<file path="src/rtl/tracer_rx_channel.sv">
// Trace receive channel: writes a valid/ready trace stream into L2 under a programmed window.
// One write per accepted beat; the stream is stalled while an L2 request waits for grant.
module tracer_rx_channel #(
  parameter int L2_AWIDTH_NOAL = 12,
  parameter int TRANS_SIZE     = 16
) (
  input  logic                      clk_i,
  input  logic                      rst_ni,
  input  logic [L2_AWIDTH_NOAL-1:0] cfg_startaddr_i,
  input  logic [TRANS_SIZE-1:0]     cfg_size_i,
  input  logic [1:0]                cfg_datasize_i,
  input  logic                      cfg_continuous_i,
  input  logic                      cfg_en_i,
  input  logic                      cfg_clr_i,
  output logic                      cfg_en_o,
  output logic                      cfg_pending_o,
  output logic [L2_AWIDTH_NOAL-1:0] cfg_curr_addr_o,
  output logic [TRANS_SIZE-1:0]     cfg_bytes_left_o,
  input  logic [31:0]               data_i,
  input  logic                      data_valid_i,
  output logic                      data_ready_o,
  output logic                      l2_req_o,
  input  logic                      l2_gnt_i,
  output logic [L2_AWIDTH_NOAL-1:0] l2_addr_o,
  output logic [31:0]               l2_wdata_o,
  output logic [3:0]                l2_be_o,
  output logic                      done_evt_o
);

  typedef enum logic [1:0] {IDLE, ACTIVE, REQ} state_t;

  state_t state_q, state_d;

  logic [L2_AWIDTH_NOAL-1:0] curr_addr_q, shd_start_q, pend_start_q, l2_addr_q;
  logic [TRANS_SIZE-1:0]     bytes_left_q, shd_size_q, pend_size_q;
  logic [1:0]                dsize_q, pend_dsize_q;
  logic                      cont_q, pend_cont_q, pend_q, done_q;
  logic [31:0]               l2_wdata_q;
  logic [3:0]                l2_be_q;

  logic [2:0]                step;
  logic [L2_AWIDTH_NOAL-1:0] step_a;
  logic [TRANS_SIZE-1:0]     step_t;
  logic                      accept, grant, last, complete;
  logic                      en_start, en_queue, take_pend;
  logic [L2_AWIDTH_NOAL-1:0] nxt_start;
  logic [TRANS_SIZE-1:0]     nxt_size;
  logic [1:0]                nxt_dsize;
  logic                      nxt_cont;
  logic [31:0]               wdata_fmt;
  logic [3:0]                be_fmt;

  always_comb begin
    step = 3'd1;
    if (dsize_q[1])      step = 3'd4;
    else if (dsize_q[0]) step = 3'd2;
  end

  assign step_a = {{(L2_AWIDTH_NOAL-3){1'b0}}, step};
  assign step_t = {{(TRANS_SIZE-3){1'b0}}, step};

  assign accept    = (state_q == ACTIVE) && data_valid_i && !cfg_clr_i;
  assign grant     = (state_q == REQ) && l2_gnt_i;
  assign last      = (bytes_left_q <= step_t);
  assign complete  = grant && last && !cfg_clr_i;
  assign en_start  = (state_q == IDLE) && cfg_en_i && (cfg_size_i != '0) && !cfg_clr_i;
  assign en_queue  = (state_q != IDLE) && cfg_en_i && !pend_q && !cfg_clr_i;
  // An enable landing in the completion cycle is consumed immediately as the next config.
  assign take_pend = complete && (pend_q || en_queue);

  assign nxt_start = pend_q ? pend_start_q : cfg_startaddr_i;
  assign nxt_size  = pend_q ? pend_size_q  : cfg_size_i;
  assign nxt_dsize = pend_q ? pend_dsize_q : cfg_datasize_i;
  assign nxt_cont  = pend_q ? pend_cont_q  : cfg_continuous_i;

  always_comb begin
    wdata_fmt = data_i;
    be_fmt    = 4'b1111;
    if (!dsize_q[1]) begin
      if (dsize_q[0]) begin
        wdata_fmt = {2{data_i[15:0]}};
        be_fmt    = curr_addr_q[1] ? 4'b1100 : 4'b0011;
      end else begin
        wdata_fmt = {4{data_i[7:0]}};
        be_fmt    = 4'b0001 << curr_addr_q[1:0];
      end
    end
  end

  always_ff @(posedge clk_i or negedge rst_ni) begin
    if (!rst_ni) state_q <= IDLE;
    else         state_q <= state_d;
  end

  always_comb begin
    state_d = state_q;
    if (cfg_clr_i) begin
      state_d = IDLE;
    end else begin
      case (state_q)
        IDLE:    if (en_start) state_d = ACTIVE;
        ACTIVE:  if (accept) state_d = REQ;
        REQ: begin
          if (grant) begin
            if (complete && !take_pend && !cont_q) state_d = IDLE;
            else                                   state_d = ACTIVE;
          end
        end
        default: state_d = IDLE;
      endcase
    end
  end

  always_ff @(posedge clk_i or negedge rst_ni) begin
    if (!rst_ni) begin
      curr_addr_q  <= '0;
      bytes_left_q <= '0;
      dsize_q      <= '0;
      cont_q       <= 1'b0;
      shd_start_q  <= '0;
      shd_size_q   <= '0;
      pend_q       <= 1'b0;
      pend_start_q <= '0;
      pend_size_q  <= '0;
      pend_dsize_q <= '0;
      pend_cont_q  <= 1'b0;
      l2_addr_q    <= '0;
      l2_wdata_q   <= '0;
      l2_be_q      <= '0;
      done_q       <= 1'b0;
    end else if (cfg_clr_i) begin
      pend_q       <= 1'b0;
      bytes_left_q <= '0;
      done_q       <= 1'b0;
    end else begin
      done_q <= complete;
      if (en_start) begin
        curr_addr_q  <= cfg_startaddr_i;
        bytes_left_q <= cfg_size_i;
        dsize_q      <= cfg_datasize_i;
        cont_q       <= cfg_continuous_i;
        shd_start_q  <= cfg_startaddr_i;
        shd_size_q   <= cfg_size_i;
      end
      if (en_queue && !complete) begin
        pend_q       <= 1'b1;
        pend_start_q <= cfg_startaddr_i;
        pend_size_q  <= cfg_size_i;
        pend_dsize_q <= cfg_datasize_i;
        pend_cont_q  <= cfg_continuous_i;
      end
      if (accept) begin
        l2_addr_q  <= curr_addr_q;
        l2_wdata_q <= wdata_fmt;
        l2_be_q    <= be_fmt;
      end
      if (grant) begin
        curr_addr_q  <= curr_addr_q + step_a;
        bytes_left_q <= last ? '0 : bytes_left_q - step_t;
        if (take_pend) begin
          curr_addr_q  <= nxt_start;
          bytes_left_q <= nxt_size;
          dsize_q      <= nxt_dsize;
          cont_q       <= nxt_cont;
          shd_start_q  <= nxt_start;
          shd_size_q   <= nxt_size;
          pend_q       <= 1'b0;
        end else if (complete && cont_q) begin
          curr_addr_q  <= shd_start_q;
          bytes_left_q <= shd_size_q;
        end
      end
    end
  end

  assign cfg_en_o         = (state_q != IDLE);
  assign cfg_pending_o    = pend_q;
  assign cfg_curr_addr_o  = curr_addr_q;
  assign cfg_bytes_left_o = bytes_left_q;
  assign data_ready_o     = (state_q == ACTIVE);
  assign l2_req_o         = (state_q == REQ);
  assign l2_addr_o        = l2_addr_q;
  assign l2_wdata_o       = l2_wdata_q;
  assign l2_be_o          = l2_be_q;
  assign done_evt_o       = done_q;

endmodule

</file>
<file path="config.mk">
export PLATFORM = sky130hd
export DESIGN_NAME = tracer_rx_channel
export DESIGN_NICKNAME = d
export VERILOG_FILES = /design/src/rtl/tracer_rx_channel.sv
export SDC_FILE = /design/constraint.sdc
export NUM_CORES = 1
export LEC_CHECK = 0
export CAP_MARGIN = 20
export CELL_PAD_IN_SITES_DETAIL_PLACEMENT = 1
export CELL_PAD_IN_SITES_GLOBAL_PLACEMENT = 2
export CORE_AREA = 2 2 178 180
export DETAILED_ROUTE_END_ITERATION = 10
export DIE_AREA = 0 0 180 182
export PLACE_DENSITY_LB_ADDON = 0.08
export REMOVE_ABC_BUFFERS = 1
export SYNTH_ARGS = -nofsm -noshare
export SYNTH_HDL_FRONTEND = slang
export SYNTH_SLANG_ARGS = --single-unit
</file>
<file path="constraint.sdc">
create_clock -name clk_i -period 3.6 [get_ports clk_i]
set_input_delay 0.36 -clock clk_i [delete_from_list [all_inputs] [get_ports clk_i]]
set_output_delay 0.36 -clock clk_i [all_outputs]
set_load 0.1 [all_outputs]
</file>
# Word level (Yosys, flattened, before mapping)
# Index checks and enable logic that the tools add are counted.
[word_totals]
ff_bits = 142
input_bits = 69
out_inout_bits = 81
[op_classes]
n_addsub = 2
n_lt_le_gt_ge = 1
eq_ne = 5
shift = 1
muxes = 44
bitwise_logic = 1
n_reduce_logical = 31
[ops]
columns = ["operator", "n"]
rows = [
  ["16-bit two-way mux", 10],
  ["12-bit two-way mux", 8],
  ["32-bit two-way mux", 2],
  ["2-bit two-way mux", 9],
  ["16-bit by 3-bit less-or-equal comparator with 1-bit output", 1],
  ["1-bit logical AND", 16],
  ["16-bit nonzero test", 1],
  ["16-bit by 3-bit subtractor with 16-bit output", 1],
  ["12-bit by 3-bit adder with 12-bit output", 1],
  ["4-bit two-way mux", 3],
  ["1-bit two-way mux", 10],
  ["3-bit by 2-bit != test with 1-bit output (second input constant)", 2],
  ["2-bit case mux with 3 select lines", 1],
  ["2-bit AND reduction", 3],
  ["1-bit zero test", 5],
  ["2-bit nonzero test", 2],
  ["1-bit by 2-bit << shifter with 4-bit output (first input constant)", 1],
  ["3-bit two-way mux", 1],
  ["3-bit != test (second input constant)", 1],
  ["3-bit AND reduction", 1],
  ["3-bit nonzero test", 1],
  ["2-bit by 1-bit == test with 1-bit output (second input constant)", 1],
  ["2-bit == test (second input constant)", 1],
  ["2-bit zero test", 1],
  ["other kinds (2)", 2],
]

# Depth between registers and ports, before layout
# Gate-level depths: netlist of the first run.
[logic_depth]
ltp_word = 13
ltp_mapped = 13
depth_no_buf = 10

# Least setup slack after synthesis of the first run
# No wires, ideal clock.
[synth_timing]
path_kind = "register to register"
startpoint = "reg dsize_q[0]"
endpoint = "reg pend_cont_q"
t_arrival_ns = 3.260
t_required_ns = 3.475
slack_ns = 0.215
path_stages_with_launch = 13
n_path_buf = 3
synth_period_minus_slack_ns = 3.385
cell_sequence = "dfrtp_1 clkbuf_1 nor2_1 ha_1 inv_1 fa_1 a21o_1 a211oi_4 and2_1 buf_6 a21boi_4 buf_6 mux2_4"
[synth_via]
elab_chain_len = 8
[synth_rtl]
columns = ["element", "line_no", "rtl"]
rows = [
  ["from (decl)", "36", "logic [1:0] dsize_q, pend_dsize_q;"],
  ["from (signal assigned)", "140", "dsize_q <= cfg_datasize_i;"],
  ["from (signal assigned)", "163", "dsize_q <= nxt_dsize;"],
  ["2-bit two-way mux", "56", "else if (dsize_q[0]) step = 3'd2;"],
  ["3-bit two-way mux", "55", "if (dsize_q[1]) step = 3'd4;"],
  ["16-bit by 3-bit less-or-equal comparator with 1-bit output", "64", "assign last = (bytes_left_q <= step_t);"],
  ["1-bit logical AND (2 in series)", "65", "assign complete = grant && last && !cfg_clr_i;"],
  ["1-bit zero test", "145", "if (en_queue && !complete) begin"],
  ["1-bit logical AND", "145", ""],
  ["2-bit AND reduction (no line)", "--", ""],
  ["to (signal assigned)", "150", "pend_cont_q <= cfg_continuous_i;"],
  ["to (decl)", "37", "logic cont_q, pend_cont_q, pend_q, done_q;"],
]
# Every way passes these cells.
# A chain may end at the register's enable or synchronous reset.

# Worst setup path after layout of the first run
[layout_timing]
startpoint = "reg dsize_q[0]"
endpoint = "reg bytes_left_q[9] (netlist: cfg_bytes_left_o[9])"
[layout_via]
elab_chain_len = 10
[layout_rtl]
columns = ["element", "line_no", "rtl"]
rows = [
  ["2-bit two-way mux *", "56", ""],
  ["3-bit two-way mux *", "55", ""],
  ["16-bit by 3-bit less-or-equal comparator with 1-bit output", "64", ""],
  ["1-bit logical AND (2 in series)", "65", ""],
  ["1-bit logical AND", "168", "end else if (complete && cont_q) begin"],
  ["16-bit two-way mux", "168", ""],
  ["16-bit two-way mux *", "160", "if (take_pend) begin"],
  ["16-bit two-way mux *", "157", "if (grant) begin"],
  ["16-bit two-way mux *", "131", "end else if (cfg_clr_i) begin"],
  ["to (signal assigned)", "159", "bytes_left_q <= last ? '0 : bytes_left_q - step_t;"],
  ["to (signal assigned)", "162", "bytes_left_q <= nxt_size;"],
  ["to (signal assigned)", "170", "bytes_left_q <= shd_size_q;"],
  ["to (decl)", "35", "logic [TRANS_SIZE-1:0] bytes_left_q, shd_size_q, pend_size_q;"],
]
# Mark *: on every way between the ends. The rest lies on a longest branch, timed or not.

==> results of run 1 <==
[cell type report]
type	instances	share of cell area [%]
Sequential cell	142	34.6
Clock buffer	20	4.55
Clock inverter	10	1.35
Timing Repair Buffer	182	17.0
Multi-Input combinational cell	585	37.1
Inverter	13	0.475
Tap cell	402	4.90
[metrics by stage]
step | total power [mW] | worst slack, ns | util [%]
after floorplan | 5.53 | -0.542 | -
after global placement | 6.70 | 0.531 | 31.2
after detailed placement | 6.76 | 0.498 | 31.2
after CTS | 8.69 | 0.492 | 33.1
after global routing | 9.00 | 0.297 | 33.1
final | 8.58 | 0.539 | 33.1
[worst max-delay path, stage by stage, from the launching register on]
cell	delay (ns)
dfrtp_1	0.39
nor2_1	0.17
ha_1	0.20
inv_1	0.06
fa_1	0.42
a21o_1	0.23
a211oi_4	0.24
buf_4	0.21
and3_1	0.42
buf_4	0.26
a211oi_1	0.10
o31ai_1	0.26
[path summary, 6_finish.rpt]
check | slack (ns) | end | from
worst max-delay path | 0.54 | cfg_bytes_left_o[9]$_DFFE_PN0P_ | dsize_q[0]$_DFFE_PN0N_
worst min-delay path | -0.04 | l2_addr_o[11]$_DFFE_PN0P_ | rst_ni
worst max register to register | 0.54 | cfg_bytes_left_o[9]$_DFFE_PN0P_ | dsize_q[0]$_DFFE_PN0N_
worst min register to register | 0.48 | l2_wdata_o[6]$_DFFE_PN0P_ | l2_wdata_o[6]$_DFFE_PN0P_
max in group asynchronous | 2.72 | l2_wdata_o[10]$_DFFE_PN0P_ | rst_ni
min in group clk_i | 0.48 | l2_wdata_o[6]$_DFFE_PN0P_ | l2_wdata_o[6]$_DFFE_PN0P_
[flip-flops by register name, summed over array words and instances, names as in the netlist]
| name | cells |
|---|---|
| pend_size_q | 16 |
| pend_start_q | 12 |
| cfg_bytes_left_o | 16 |
| shd_start_q | 12 |
| pend_dsize_q | 2 |
| pend_cont_q | 1 |
| state_q | 2 |
| cfg_curr_addr_o | 12 |
| cfg_pending_o | 1 |
| l2_be_o | 4 |
| shd_size_q | 16 |
| l2_addr_o | 12 |
| cont_q | 1 |
| dsize_q | 2 |
| l2_wdata_o | 32 |
| done_evt_o | 1 |
[cell families after synthesis]
group	Yosys count
compound gates	196
xor+xnor	17
fa+ha+maj	8
buf+inv	63
flops	142
mux	76
simple gates	288
[cell usage in the layout (no fill, tap or decap), drive strengths merged, types with 4 or more instances in the layout]
master	n
dfrtp	142
ha	6
a211o	4
nor4	7
a31oi	5
nor2b	8
nand4	5
inv	13
o221ai	7
a221oi	9
and3	5
o21ai	56
buf	37
a211oi	20
o21a	6
clkdlybuf4s50	145
o22ai	21
xnor2	8
nand3	12
nor3	11
clkinv	6
mux2i	43
nand2b	4
mux2	33
a21o	4
o31ai	6
nor2	102
a21oi	30
clkbuf	20
xor2	9
nand2	116
a311oi	6
[where the power goes]
part           internal [mW]  switching, mW
clock                   1.14          0.735
combinational           1.20           3.02
sequential              2.09          0.396
[metal layers]
metal,up-vias,GRT usage (%),share of wire [%]
met4,0,5.07,1.4
met3,26,3.25,3.5
met5,-,0,0
met1,3431,24.0,46
li1,3134,-,-
met2,160,30.4,49
==> results_dict.tcl, run 1 <==
set metrics [dict create \
    yosysTopAreaCell "dfrtp_1" \
    synthArstFlopShare_pct 100 \
    synth_cell_types 64 \
    whs_ns -0.0374 \
    grt.total_usage_pct 18.1 \
    stdcell_count 1354 \
    via_per_inst 4.99 \
    wl_um 29400 \
    die_width_um 180 \
    cts-hold-fix-buffers 0 \
    cts_tree "yes" \
    power_density_nw_per_um2 836 \
    skew_ns 0.0127 \
    synth_compound_area_share_pct 17.2 \
    synth_most_common_cell "dfrtp_1" \
    synth-main-ff-cell "dfrtp_1" \
    synthSimpleGateAreaFrac_pct 17.1 \
    synthAdderAreaFrac_pct 1.51 \
    path_clk_slew_ns 0.06 \
    netlist.area_leader.share_pct 46.5 \
    drc 0 \
    fmax_ghz 0.327 \
    rsz0062_at_grt "no" \
    wl_per_cell_um 21.7 \
    violations "hold timing" \
    min_period_over_period_pct 85.0 \
    critPathArrivalTime_ns 3.39 \
    synthTopCellsByArea "dfrtp_1, nand2_1, mux2i_1" \
    htree_levels 4 \
    yosysSeqAreaShare_pct 46.5 \
    numCtsBuffers 17 \
    antenna_cells 0 \
    drt_iter0_drc 390 \
    setup_violations 0 \
    die_area_sq_um 32800 \
    slew_violations 0 \
    status "finished, violations left" \
    port_buffers 149 \
    critPathRequiredTime_ns 3.93 \
    area_delta_synth_final_pct 34.3 \
    grt_max_degree 81 \
    postPlaceCellArea_sq_um 9660 \
    chipHeight_um 182 \
    drive_gt1_share_pct 11.9 \
    synth_seq_cells 142 \
    slew_headroom_pct 26.4 \
    avgSynthCellArea_sq_um 9.67 \
    io_pins 150 \
    syn_area_sq_um 7640 \
    drtPass1Iterations 6 \
    grt_pass1_wl_um 45300 \
    r2r_cells 11 \
    setup_tns_ns 0 \
    seqCellArea_sq_um 3550 \
    rows 65 \
    numClockSinks 142 \
    finalHoldViolCount 13 \
    placed_cells 1324 \
    post_synth_xor_area_fraction_pct 1.95 \
    gp_congestion 0.800 \
    synth_edf_count 0 \
    start_util_pct 24.7 \
    path_class "flip-flop to flip-flop" \
    root_buffer "clkbuf_16" \
    grt_overflow 0 \
    dr_total_vias 6751 \
    grt_pass1_vias 7332 \
    worstMarginPinSlew_ns 1.10 \
    clk_path_buf_depth 2 \
    hp-class "input port to async pin" \
    cts_resized 0 \
    multi_input_area_sq_um 3810 \
    cts_setup_buffers 0 \
    synthCells 790 \
    synth_common_cells "dfrtp_1, nand2_1, nor2_1, o21ai_0, mux2i_1" \
    antenna_found_initial 0 \
    yosys_warnings 0 \
    nFillCells 3494 \
    dp_hpwl_um 20600 \
    crit_path_end_kind "flip-flop" \
    leakagePower_nw 4.34 \
    coreArea_sq_um 31000 \
    drtAntennaViolNets 0 \
    design_area_sq_um 10300 \
    synth.area.mux_share_pct 11.9 \
    post-route-min-period_ns 3.06 \
    startpoint_type "flip-flop" \
    maxCapViolations 0 \
    crit_fanout 9 \
    final_nets 1018 \
    synth_top_family_by_area "compound AO/OA/AOI/OAI gates" \
    ir_worst_vdd_uv 280 \
    clock_insertion_delay_worst_skew_ns 0.43 \
]
Power figures use the tool's default switching activity.
==> run 2, diff against run 1 <==
==> constraint.sdc (replaced) <==
create_clock -name clk_i -period 3.6 [get_ports clk_i]
set_input_delay 0.54 -clock clk_i [delete_from_list [all_inputs] [get_ports clk_i]]
set_output_delay 0.54 -clock clk_i [all_outputs]
set_load 0.1 [all_outputs]
==> run 2 against run 1 <==
  * The flow now finishes without violations
  * Maximum frequency up 0.65%
  * Largest cell class unchanged
  * Cell count up 0.22%
  * Critical path depth down 1
  * Highest routed layer unchanged
  * Die area unchanged
==> results_dict.tcl, run 2 (synthesis results as in run 1) <==
set metrics [dict create \
    die_width_um 180 \
    worstMarginPinSlew_ns 1.04 \
    grt.total_usage_pct 18.1 \
    io_pins 150 \
    crit_path_end_kind "flip-flop" \
    design_area_sq_um 10300 \
    final_nets 1019 \
    grt_overflow 0 \
    cts_tree "yes" \
    finalHoldViolCount 0 \
    post-route-min-period_ns 3.04 \
    slew_headroom_pct 30.5 \
    path_class "flip-flop to flip-flop" \
    ir_worst_vdd_uv 277 \
    area_delta_synth_final_pct 35.1 \
    power_density_nw_per_um2 839 \
    root_buffer "clkbuf_16" \
    critPathArrivalTime_ns 3.34 \
    drtPass1Iterations 5 \
    status "finished, final reports clean" \
    clk_path_buf_depth 2 \
    die_area_sq_um 32800 \
    dr_total_vias 6707 \
    grt_pass1_vias 7346 \
    start_util_pct 24.7 \
    drc 0 \
    critPathRequiredTime_ns 3.90 \
    finalPower_mw 8.66 \
    cts-hold-fix-buffers 0 \
    grt_max_degree 77 \
    wl_per_cell_um 21.4 \
    dp_hpwl_um 20500 \
    drive_gt1_share_pct 12.4 \
    coreArea_sq_um 31000 \
    port_buffers 149 \
    wl_um 29100 \
    rsz0062_at_grt "no" \
    leakagePower_nw 4.36 \
    largest_reg_flops 32 \
    layout_common_cells "clkdlybuf4s50_1, dfrtp_1, nand2_1" \
    nFillCells 3482 \
    htree_levels 4 \
    path_clk_slew_ns 0.07 \
    postPlaceCellArea_sq_um 9680 \
    clock_insertion_delay_worst_skew_ns 0.42 \
    min_period_over_period_pct 84.5 \
    gp_congestion 0.778 \
    chipHeight_um 182 \
    numCtsBuffers 17 \
    numClockSinks 142 \
    rows 65 \
    cts_setup_buffers 0 \
    hp-class "input port to async pin" \
    via_per_inst 4.94 \
    drt_iter0_drc 391 \
    crit_fanout 9 \
    antenna_found_initial 0 \
    skew_ns 0.0118 \
    final_common_cell "clkdlybuf4s50_1" \
    maxCapViolations 0 \
    antenna_cells 0 \
    startpoint_type "flip-flop" \
    setup_violations 0 \
    cts_resized 0 \
    fmax_ghz 0.329 \
    r2r_slack_ns 0.56 \
    drtAntennaViolNets 0 \
    slew_violations 0 \
    grt_pass1_wl_um 45700 \
]
[run 2: layout make-up]
| type | instances | area [sq um] | area share (%) |
|---|---|---|---|
| Clock buffer | 19 | 453 | 4.39 |
| Clock inverter | 13 | 178 | 1.72 |
| Inverter | 13 | 48.8 | 0.473 |
| Multi-Input combinational cell | 585 | 3810 | 36.9 |
| Sequential cell | 142 | 3550 | 34.4 |
| Tap cell | 402 | 503 | 4.87 |
| Timing Repair Buffer | 183 | 1780 | 17.2 |
[run 2: worst paths after layout]
path / from / endpoint / cells past startpoint
max: dsize_q[0]$_DFFE_PN0N_ / cfg_curr_addr_o[5]$_DFFE_PN0P_ / 10
min: rst_ni / l2_addr_o[11]$_DFFE_PN0P_ / 1
max reg2reg: dsize_q[0]$_DFFE_PN0N_ / cfg_curr_addr_o[5]$_DFFE_PN0P_ / 10
min reg2reg: l2_addr_o[8]$_DFFE_PN0P_ / l2_addr_o[8]$_DFFE_PN0P_ / 2
max in group asynchronous: rst_ni / cfg_bytes_left_o[13]$_DFFE_PN0P_ / 2
min in group clk_i: l2_addr_o[8]$_DFFE_PN0P_ / l2_addr_o[8]$_DFFE_PN0P_ / 2
[run 2: power by group]
part / leakage (nW) / internal, mW / switching, mW
Combinational: 2.34 / 1.21 / 3.01
Clock: 0.303 / 1.15 / 0.788
Sequential: 1.72 / 2.09 / 0.405
Total: 4.36 / 4.45 / 4.20
[run 2: through the flow]
| stage | cells | utilization, % | hold slack (ns) | setup TNS, ns | setup slack (ns) |
|---|---|---|---|---|---|
| floorplan | 740 | - | 0.244 | -40.70 | -0.542 |
| global placement | 1324 | 31.2 | 0.457 | 0 | 0.411 |
| detailed placement | 1324 | 31.2 | 0.464 | 0 | 0.343 |
| CTS | 1356 | 33.3 | 0.191 | 0 | 0.543 |
| global route | 1357 | 33.3 | 0.208 | 0 | 0.337 |
| finish | 1357 | 33.3 | 0.166 | 0 | 0.558 |
[run 2: per-layer routing]
metal  share of wire, %  GRT usage [%]  wire length, um
met5                  0              0                0
met1                 48           24.9            14000
met4               0.92           3.48              267
met2                 48           30.1            14000
met3                2.7           2.79              774
[run 2: worst max-delay path: stages (launching register included)]
cell and delay (ns):
dfrtp_1 0.38, buf_4 0.18, nand2_1 0.18, fa_1 0.50
a21o_1 0.25, a211oi_4 0.22, buf_4 0.21, nand3_1 0.30
nor2_1 0.26, a211oi_1 0.08, o32a_1 0.36
